File: config.mk
export PLATFORM = sky130hd
export DESIGN_NAME = mem_arbiter
export DESIGN_NICKNAME = d
export VERILOG_FILES = /design/src/rtl/mem_arbiter.sv
export SDC_FILE = /design/constraint.sdc
export NUM_CORES = 1
export LEC_CHECK = 0
export CELL_PAD_IN_SITES_DETAIL_PLACEMENT = 1
export CELL_PAD_IN_SITES_GLOBAL_PLACEMENT = 1
export CORE_ASPECT_RATIO = 1.1
export CORE_MARGIN = 8
export CORE_UTILIZATION = 25
export CTS_CLUSTER_SIZE = 16
export DETAILED_ROUTE_END_ITERATION = 8
export GPL_TIMING_DRIVEN = 0
export PLACE_DENSITY_LB_ADDON = 0.1
export SETUP_SLACK_MARGIN = 0.3
export SLEW_MARGIN = 20
export SYNTH_ARGS = -nofsm -noshare
export SYNTH_HDL_FRONTEND = slang
export SYNTH_SLANG_ARGS = --single-unit
File: constraint.sdc
create_clock -name clk -period 4.45 [get_ports clk]
set_input_delay 1.335 -clock clk [delete_from_list [all_inputs] [get_ports clk]]
set_output_delay 1.335 -clock clk [all_outputs]
set_load 0.05 [all_outputs]
File: src/rtl/mem_arbiter.sv
// Arbitrates IF and M requesters onto one shared memory port, one transaction at a time.
// Latency: grant at request+1, ready one cycle after mem_ack; requests held until ready. Optional MEM_ARBITER_RR_EN selects round-robin ties.
module mem_arbiter #(
  parameter int TIMEOUT = 16
) (
  input  logic        clk,
  input  logic        reset,
  input  logic        if_req,
  input  logic [31:0] if_addr,
  output logic [31:0] if_rdata,
  output logic        if_ready,
  input  logic        m_req,
  input  logic        m_we,
  input  logic [31:0] m_addr,
  input  logic [31:0] m_wdata,
  output logic [31:0] m_rdata,
  output logic        m_ready,
  output logic        mem_req,
  output logic        mem_we,
  output logic [31:0] mem_addr,
  output logic [31:0] mem_wdata,
  input  logic [31:0] mem_rdata,
  input  logic        mem_ack,
  output logic        err
);

  typedef enum logic [1:0] {IDLE, GNT_IF, GNT_M} state_t;

  localparam logic [7:0] TMO = 8'(TIMEOUT);

  state_t     state, state_nxt;
  logic [7:0] cnt;
  logic       pick_m;
  logic       grant_if, grant_m, complete, abort;

`ifdef MEM_ARBITER_RR_EN
  // last_m = 1 when the most recent grant went to M; ties go to the other port.
  logic last_m;

  always_ff @(posedge clk or negedge reset) begin
    if (!reset)
      last_m <= 1'b0;
    else if (grant_m || grant_if)
      last_m <= grant_m;
  end

  assign pick_m = m_req && !(if_req && last_m);
`else
  assign pick_m = m_req;
`endif

  always_comb begin
    state_nxt = state;
    grant_if  = 1'b0;
    grant_m   = 1'b0;
    complete  = 1'b0;
    abort     = 1'b0;
    case (state)
      IDLE: begin
        if (pick_m) begin
          grant_m   = 1'b1;
          state_nxt = GNT_M;
        end else if (if_req) begin
          grant_if  = 1'b1;
          state_nxt = GNT_IF;
        end
      end
      GNT_IF, GNT_M: begin
        // An ack on the final counted cycle still wins over the timeout.
        if (mem_ack) begin
          complete  = 1'b1;
          state_nxt = IDLE;
        end else if (cnt == TMO) begin
          abort     = 1'b1;
          state_nxt = IDLE;
        end
      end
      default: state_nxt = IDLE;
    endcase
  end

  always_ff @(posedge clk or negedge reset) begin
    if (!reset) begin
      state     <= IDLE;
      cnt       <= 8'd0;
      mem_req   <= 1'b0;
      mem_we    <= 1'b0;
      mem_addr  <= 32'h0;
      mem_wdata <= 32'h0;
      if_rdata  <= 32'h0;
      m_rdata   <= 32'h0;
      if_ready  <= 1'b0;
      m_ready   <= 1'b0;
      err       <= 1'b0;
    end else begin
      state    <= state_nxt;
      if_ready <= 1'b0;
      m_ready  <= 1'b0;
      if (grant_if) begin
        mem_req  <= 1'b1;
        mem_we   <= 1'b0;
        mem_addr <= if_addr;
        cnt      <= 8'd1;
      end else if (grant_m) begin
        mem_req   <= 1'b1;
        mem_we    <= m_we;
        mem_addr  <= m_addr;
        mem_wdata <= m_wdata;
        cnt       <= 8'd1;
      end else if (complete || abort) begin
        mem_req <= 1'b0;
        cnt     <= 8'd0;
        if (abort)
          err <= 1'b1;
        if (state == GNT_IF) begin
          if_ready <= 1'b1;
          if_rdata <= complete ? mem_rdata : 32'h0;
        end else begin
          m_ready <= 1'b1;
          if (abort)
            m_rdata <= 32'h0;
          else if (!mem_we)
            m_rdata <= mem_rdata;
        end
      end else if (state != IDLE) begin
        cnt <= cnt + 8'd1;
      end
    end
  end

endmodule
---- Word level (Yosys, flattened, before mapping) ----
Index checks and enable logic that the tools add are counted.
word-level totals
  logic and storage cells ................. 70
  flip-flop bits (word level) ............. 143
  output and inout bits ................... 133
  input port bits ......................... 134
cells by class
  add/sub/neg operators ................... 1
  muxes and demuxes ....................... 37
  reductions and logical operators ........ 12
  eq/ne operators ......................... 6
  bitwise operators ....................... 3
operators with widths
  cell                                                                      number
  32-bit two-way mux                                                        5
  8-bit two-way mux                                                         4
  1-bit two-way mux                                                         23
  8-bit by 1-bit adder with 8-bit output (second input constant)            1
  8-bit by 5-bit == test with 1-bit output (second input constant)          1
  2-bit two-way mux                                                         4
  4-bit AND reduction                                                       2
  3-bit inequality test (second input constant)                             2
  5-bit AND reduction                                                       1
  2-bit case mux with 2 select lines                                        1
  2-bit AND reduction                                                       2
  2-bit nonzero test                                                        2
  4-bit nonzero test                                                        1
  1-bit NOT                                                                 3
  3-bit nonzero test                                                        1
  2-bit by 1-bit == test with 1-bit output (second input constant)          1
  2-bit == test (second input constant)                                     1
  2-bit zero test                                                           1
  2-bit by 1-bit inequality test with 1-bit output (second input constant)  1
  2-bit OR reduction                                                        1
  1-bit logical OR                                                          1

---- Logic depth before layout (Yosys ltp) ----
Gate-level depths: netlist (run 1).
  depth in word-level cells ............... 8
  mapped depth ............................ 8
  gate-level depth less buffers ........... 6

---- Worst setup path after synthesis (run 1) ----
Ideal clock, no wire load.
  kind .................................... input port to flip-flop
  from .................................... input m_req
  to ...................................... register m_rdata[10]
  setup slack ............................. 1,719 ps
  stages on the path ...................... 6
  path buffers ............................ 2
  data required time ...................... 4,320 ps
  library setup time ...................... 130 ps
  arrival time ............................ 2,601 ps
  cells stage by stage .................... clkbuf_8 > o21a_1 > nor4_2 > a21o_1 > clkbuf_1 > o21ai_1
on the way
  longest elaborated chain between the ends .. 4
  elaborated cells between the ends (all ways) .. 7
  classes of those cells .................. mux: 4; bitwise: 2; reduce/logical: 1
ends and longest elaborated chain
  element                                   line  RTL
  start: declaration                        12    input logic m_req,
  1-bit two-way mux                         60    if (pick_m) begin
  1-bit two-way mux                         58    case (state)
  1-bit NOT (no source line)                -
  5-bit AND reduction (no source line) (*)  -
  end signal: assignment                    123   m_rdata <= mem_rdata;
  end: declaration                          16    output logic [31:0] m_rdata,
Mark *: on every way between the ends. The rest lies on a longest branch, timed or not.
A chain may end at the register's enable or synchronous reset.

---- Worst setup path in the final report (run 1) ----
  from .................................... input if_req
  to ...................................... register m_rdata[13]
on the way
  longest elaborated chain between the ends .. 5
ends and longest elaborated chain
  element                               line  RTL
  start: declaration                    8     input logic if_req,
  1-bit two-way mux                     63    end else if (if_req) begin
  1-bit two-way mux                     60
  1-bit two-way mux                     58
  1-bit NOT (no source line)            -
  5-bit AND reduction (no source line)  -
No other way between the ends.

==> metrics, run 1 <==
status=finished clean; Final nets=968; HP Class=flop to flop; Initial Utilization=0.254; Syn Nets=683; syn avg cell area=11.5 µm²; Critical Path AT=3.74 ns; combinational fraction of design power=0.569; Tot GR Track Use=0.156; die area=0.0303 mm²; share of power burned in registers=0.267; period utilization=0.777; hpwl dp=18000 µm; placed cell count=1121; Mapped Area=0.00625 mm²; Slowest-stage cell, CP=nor4_2; DR vias=5527; largest net degree at the start of global routing=77; Pwr Total=8.62 mW; Final GP Congestion=0.806; endpoint type of the worst setup path=flop; layout cells sized above 1=0.112; CP Cell Sequence=clkdlybuf4s50_1, o21a_1, nor4_2, a21o_1, clkbuf_1, o21ai_1; Placement Cell Area=0.00932 mm²; commonest non-fill, non-tap cell in the layout=clkdlybuf4s50_1; postcts setup bufs=0; #FFs+latches synth=143; initial antenna violation count=1; Finished Layout Cells=1154; DRC=0; Clock Path Buffers=2; Pre-antenna DRT Iters=6; post-route ant nets=0; WS Path Type=input port to flop; die height=182 µm; most frequent cells in the layout=264 x clkdlybuf4s50_1, 143 x dfrtp_1, 40 x inv_1, 38 x o21ai_0, 33 x a21oi_1; Power Dens Cells=871 mW/mm²; IO buf count=265; Worst-Skew Late Latency=0.42 ns; Yosys warnings=0; P_leak=3.99 nW; Die X-Extent=167 µm; Num Clock Sinks=143; Peak VDD IR=0.325 mV; I/O pin count=267; Slew @ Worst Pin=0.741 ns; Final Core Density=0.403; cell internal pwr=4.37 mW; Crit Path Max Fanout=10; largest cells by area after synthesis=dfrtp_1 57%, mux2_2 5.8%, a22o_1 4.1%; clock root buffer=clkbuf_16; sequential share of the synthesized area=0.573; unrepaired setup endpoints after global routing=no; Synth area leader=dfrtp_1; WL per Instance=20.3 µm; switching share of power=0.493; design area=0.00990 mm²; core area=0.0245 mm²; WL final=23500 µm; final slew viol count=0; WP data required=4.73 ns; row count=60; Synth-to-Final Area Change=58.4%; Switching Power=4.25 mW; # setup viols final=0; TritonCTS clock tree=yes; clock network power share=0.164; Vias per Instance=4.79; max cap viols=0; CTS Hold Bufs=0; Max stage delay on crit path=0.66 ns; gr ovfl total=0; Setup TNS=0 ns; post-cts resize count=0; Synth top area share=0.573; number of buffers created by CTS=17; Worst-path clk slew=0.07 ns; Startpoint Class=input port; Peak Freq=289 MHz; final hold viol count=0; Synth Instances=545; time the worst path needs with I/O delays and setup=3.46 ns; clock skew=0.0107 ns; vias in the first global route=6471; max_slew headroom=0.502; 1st-iter DRT viols=211; # H-tree levels=4; global-route wire length before repair=37500 µm; post-synth cell types=42
## worst paths after layout
kind / start / endpoint / slack [ns] / cells past startpoint
worst max-delay path: if_req / m_rdata[13] / 0.99 / 6
worst min-delay path: mem_req / mem_req / 0.48 / 1
worst max register to register: state[0] / m_rdata[13] / 1.81 / 8
worst min register to register: mem_req / mem_req / 0.48 / 1
max in group asynchronous: reset / mem_addr[0] / 2.79 / 2
min in group asynchronous: reset / if_ready / 0.84 / 1
## power by group through the flow
stage | Sequential [mW] | Clock [mW] | Combinational [mW]
floorplan | 4.29 | 0 | 1.11
CTS | 2.31 | 1.46 | 4.97
global route | 2.39 | 1.51 | 5.18
finish | 2.30 | 1.42 | 4.90
global placement | 2.29 | 0 | 4.88
detailed placement | 2.32 | 0 | 4.95
## synth_stat cells
cell and instances:
dfrtp_1 143, nor3b_1 1, or3b_2 1, a31oi_1 1, nand4_1 3, nor2_1 8
nor3_1 5, buf_1 4, a32o_1 3, nand2b_1 1, buf_6 7, buf_2 3
or2_1 1, clkbuf_8 3, a31o_2 2, a21o_1 2, nor4_2 1, a21oi_1 33
nor2b_1 2, clkbuf_1 26, o211ai_1 29, nand3b_1 32, nand3_1 1, o21ai_0 38
xor2_1 3, inv_1 40, and3_1 1, or3b_4 1, xnor2_1 3, o21ai_4 1
or4b_4 1, ha_1 4, o21a_1 1, o22ai_1 32, buf_4 2, o21ai_1 30
a22o_1 29, nand2_1 8, mux2_2 32, o211ai_2 3, a22o_2 3, nand4_4 1
## metrics by stage
stage | setup WS, ns | hold slack (ns)
finish | 0.993 | 0.484
global route | 0.818 | 0.500
CTS | 1.02 | 0.484
detailed placement | 0.591 | 0.470
global placement | -4.08 | 0.460
floorplan | 1.72 | 0.466
## cell families after synthesis
kind of cell / share of synthesized area
AOI/OAI and AO/OA: 0.214
DFF: 0.573
buffers and inverters: 0.0661
and+or+nand+nor: 0.0729
muxes: 0.0577
xor gates and xnor gates: 0.00841
adders and majority gates: 0.00801
## registers in the layout, indices dropped and copies added (netlist names)
register	count
cnt	8
err	1
if_rdata	32
if_ready	1
m_rdata	32
m_ready	1
mem_addr	32
mem_req	1
mem_wdata	32
mem_we	1
state	2
## metal layers
layer	wire, µm	vias to the layer above	GRT usage
met1	9660	2735	0.175
met4	425	2	0.0508
met5	10	-	0
met2	11300	198	0.263
li1	-	2566	-
met3	2100	26	0.0692
## critical path: cells and delay by family
kind	cells	cell delay (ns)
AND/OR/NAND/NOR	1	0.66
AO/OA/AOI/OAI	3	0.72
buffers and inverters	2	1.02
## layout make-up
class / instances / area (µm²)
Antenna cell: 1 / 2.50
Buffer: 45 / 263
Clock buffer: 18 / 429
Clock inverter: 14 / 145
Fill cell: 2696 / 14700
Inverter: 40 / 150
Multi-Input combinational cell: 317 / 2260
Sequential cell: 143 / 3580
Tap cell: 310 / 388
Timing Repair Buffer: 266 / 2690
(Power assumes the default switching activity.)
==> inputs of run 2 (changes only) <==
- clock period: 4.45 -> 2.9 ns (I/O delays scaled with it)
==> metrics, run 2 (synthesis results as in run 1) <==
final slew viol count=0; final hold viol count=0; time the worst path needs with I/O delays and setup=2.55 ns; clock root buffer=clkbuf_16; die height=182 µm; Synth-to-Final Area Change=58.9%; Die X-Extent=167 µm; Pwr Total=13.3 mW; P_leak=4.02 nW; layout cells sized above 1=0.120; Slew @ Worst Pin=0.631 ns; # H-tree levels=4; DRC=0; global-route wire length before repair=37600 µm; WP data required=2.03 ns; row count=60; Top delay family on crit path=buffers and inverters; Worst-path clk slew=0.07 ns; number of buffers created by CTS=17; filler cell count=2696; unrepaired setup endpoints after global routing=no; Finished Layout Cells=1156; WL per Instance=20.3 µm; Final nets=970; placed cell count=1121; Num Clock Sinks=143; largest net degree at the start of global routing=77; I/O pin count=267; vias in the first global route=6474; Initial Utilization=0.254; Peak VDD IR=0.499 mV; Worst Path Buf+Inv=1; CP Cell Sequence=clkdlybuf4s50_1; most frequent cells in the layout=263 x clkdlybuf4s50_1, 143 x dfrtp_1, 40 x inv_1, 38 x o21ai_0, 33 x a21oi_1; global routing's busiest layer=met2; die area=0.0303 mm²; M3 GR Usage=0.0692; Pre-antenna DRT Iters=6; gr ovfl total=0; endpoint type of the worst setup path=primary output; Worst-Skew Late Latency=0.42 ns; # setup viols final=0; initial antenna violation count=1; post-route ant nets=0; Max stage delay on crit path=0.86 ns; max_slew headroom=0.575; met1 GRT Util=0.175; WL final=23500 µm; clock skew=0.0106 ns; Slowest-stage cell, CP=clkdlybuf4s50_1; period utilization=0.878; Critical Path AT=1.68 ns; DR vias=5551; Tot GR Track Use=0.157; core area=0.0245 mm²; CTS Hold Bufs=0; hold_ws=0.379 ns; TritonCTS clock tree=yes; Clock Path Buffers=2; HP Class=input port to async pin; Peak Freq=393 MHz; Final GP Congestion=0.806; status=finished clean; WS Path Type=flop to primary output; hpwl dp=18000 µm; commonest non-fill, non-tap cell in the layout=clkdlybuf4s50_1; met2 GRT Util=0.263; IO buf count=265; max cap viols=0; Vias per Instance=4.80; Power Dens Cells=1330 mW/mm²; Crit Path Max Fanout=3; Startpoint Class=flop; 1st-iter DRT viols=222
==> run 2: area by class of cell <==
cell class / instances / area [µm²] / share of cell area
plain buffers: 45 / 268 / 0.0270
well taps: 310 / 388 / 0.0391
diodes: 1 / 2.50 / 0.000252
clock buffers: 18 / 429 / 0.0432
clock inverters: 14 / 145 / 0.0146
multi-input cells: 317 / 2270 / 0.229
inverters: 40 / 150 / 0.0151
flip-flops and latches: 143 / 3580 / 0.360
repair buffers: 268 / 2700 / 0.272
==> run 2: final timing paths <==
| kind | startpoint | end | cells after the start | slack, ns |
|---|---|---|---|---|
| min reg2reg | mem_req | mem_req | 1 | 0.48 |
| min in group clk | mem_req | mem_req | 1 | 0.48 |
| max reg2reg | state[0] | mem_wdata[29] | 6 | 0.63 |
| max in group asynchronous | reset | mem_addr[0] | 2 | 1.70 |
| max | mem_addr[22] | mem_addr[22] | 1 | 0.35 |
| min | reset | if_rdata[18] | 1 | 0.38 |
==> run 2: per-layer routing <==
layer / vias to the layer above / wire length, µm
li1: 2571 / -
met1: 2757 / 9670
met2: 195 / 11300
met3: 26 / 2080
met4: 2 / 419
met5: - / 10
==> run 2: per-stage QoR <==
step / area, µm² / util / worst slack [ns] / setup TNS [ns]
2_1_floorplan: 6250 / - / 0.634 / 0
3_3_place_gp: 9290 / 0.378 / -5.17 / -747.92
3_5_place_dp: 9320 / 0.380 / -0.494 / -14.03
4_1_cts: 9910 / 0.404 / 0.288 / 0
5_1_grt: 9930 / 0.404 / 0.301 / 0
6_report: 9930 / 0.404 / 0.353 / 0
==> run 2: timing repair <==
item | CTS | global route
buffers inserted | 0 | 2
pin swaps | 0 | 1
endpoints found under the setup margin | 31 | 63
gates resized for setup | 5 | 4
cloned | 0 | 0
==> run 2: power by group <==
| group | switching [mW] | internal (mW) |
|---|---|---|
| Sequential | 0.604 | 2.93 |
| Combinational | 4.97 | 2.58 |
| Clock | 0.965 | 1.21 |
| Total | 6.54 | 6.72 |
==> inputs of run 3 (changes only) <==
- GPL_ROUTABILITY_DRIVEN: default -> 0
- clock period: 2.9 -> 2.2 ns (I/O delays scaled with it)
==> metrics, run 3 (synthesis results as in run 1) <==
Peak Freq=484 MHz; clock skew=0.0137 ns; I/O pin count=267; Tot GR Track Use=0.159; WL final=23900 µm; number of buffers created by CTS=17; IO buf count=265; Slew @ Worst Pin=0.573 ns; Max stage delay on crit path=0.49 ns; FF-to-FF path depth=8; DRC=0; post-route ant nets=0; Initial Utilization=0.254; area of the multi-input gates=0.00233 mm²; gr ovfl total=0; commonest non-fill, non-tap cell in the layout=dfrtp_1; core area=0.0245 mm²; met2 WL post-DR=11900 µm; TritonCTS clock tree=yes; global-route wire length before repair=38000 µm; WS Path Type=flop to flop; Synth-to-Final Area Change=65.8%; most frequent cells in the layout=143 x dfrtp_1, 130 x clkdlybuf4s50_1, 112 x clkdlybuf4s15_2, 38 x inv_1, 36 x o21ai_0; filler cell count=2653; Placement Cell Area=0.00933 mm²; die height=182 µm; HP Class=input port to async pin; Worst-Skew Late Latency=0.43 ns; R2R Path Start=cnt[0]; vias in the first global route=6528; max_slew headroom=0.618; WL per Instance=20.5 µm; period utilization=0.938; largest net degree at the start of global routing=79; Power Dens Cells=1690 mW/mm²; max cap viols=0; Clock Path Buffers=2; status=finished clean; Antenna Diode Count=0; layout cells sized above 1=0.313; clock root buffer=clkbuf_16; design area=0.0104 mm²; Worst-path clk slew=0.07 ns; Vias per Instance=4.79; time the worst path needs with I/O delays and setup=2.06 ns; worst setup path start=cnt[0]; # H-tree levels=4; Crit Path Max Fanout=9; CP Cell Sequence=inv_2, ha_4, or4b_4, o21ai_4, nand4_4, buf_12, clkbuf_16, a22o_1; final hold viol count=0; FF/Latch Area=0.00358 mm²; endpoint type of the worst setup path=flop; hpwl dp=17900 µm; P_leak=4.30 nW; die area=0.0303 mm²; Pre-antenna DRT Iters=4; Post-Route M1 WL=9740 µm; # setup viols final=0; max layer used=met4; final slew viol count=0; Die X-Extent=167 µm; unrepaired setup endpoints after global routing=yes; 1st-iter DRT viols=227; DR vias=5593; initial antenna violation count=0; Final nets=982; Routed met3 length=2030 µm; Peak VDD IR=0.910 mV; Num Clock Sinks=143; hold_ws=0.163 ns; row count=60; Critical Path AT=2.37 ns; Startpoint Class=flop; Slowest-stage cell, CP=or4b_4; WP data required=2.50 ns; CTS Hold Bufs=0
-- run 3: area by class of cell --
type,count,share of cell area
plain buffers,45,0.0331
clock buffers,19,0.0428
clock inverters,13,0.0172
inverters,40,0.0145
multi-input cells,317,0.225
flip-flops and latches,143,0.345
well taps,310,0.0374
repair buffers,280,0.285
-- run 3: what timing repair did --
action                                  in CTS  in global routing
buffers inserted                             6                  2
endpoints found under the setup margin     269                149
pin swaps                                   47                  6
gates resized for setup                    443                 53
cloned                                       5                  1
-- run 3: per-stage QoR --
| stage | setup WS (ns) | cells | setup TNS (ns) | utilization | power, mW |
|---|---|---|---|---|---|
| finish | 0.136 | 1167 | 0 | 0.422 | 17.5 |
| global route | 0.0558 | 1167 | 0 | 0.422 | 18.4 |
| global placement | -5.62 | 1120 | -846.71 | 0.379 | 14.5 |
| CTS | 0.164 | 1164 | 0 | 0.422 | 17.7 |
| detailed placement | -0.589 | 1121 | -52.36 | 0.380 | 14.7 |
| floorplan | 0.301 | 545 | 0 | - | 10.9 |
-- run 3: routing by layer --
layer  up-vias  global-route usage
met1      2811               0.177
li1       2583                   -
met5         -                   0
met2       188               0.273
met4         0              0.0393
met3        11              0.0696
-- run 3: worst max-delay path: cells and delay by family, from the launching register on --
family | cells | cell delay (ns)
and+or+nand+nor | 2 | 0.60
buffers and inverters | 3 | 0.41
adders and majority gates | 1 | 0.11
AOI/OAI and AO/OA | 2 | 0.42
DFF | 1 | 0.39
-- run 3: power breakdown --
group / internal, mW / total, mW / switching [mW]
combinational: 3.18 / 9.78 / 6.60
sequential: 3.86 / 4.65 / 0.788
clock: 1.84 / 3.08 / 1.23
-- run 3: path summary, 6_finish.rpt --
check                      slack (ns)      endpoint
hold reg to reg                  0.49       mem_req
setup / recovery                 0.14   if_rdata[0]
hold / removal                   0.16   m_rdata[19]
setup reg to reg                 0.14   if_rdata[0]
max in group asynchronous        1.25  mem_addr[10]
min in group clk                 0.49       mem_req
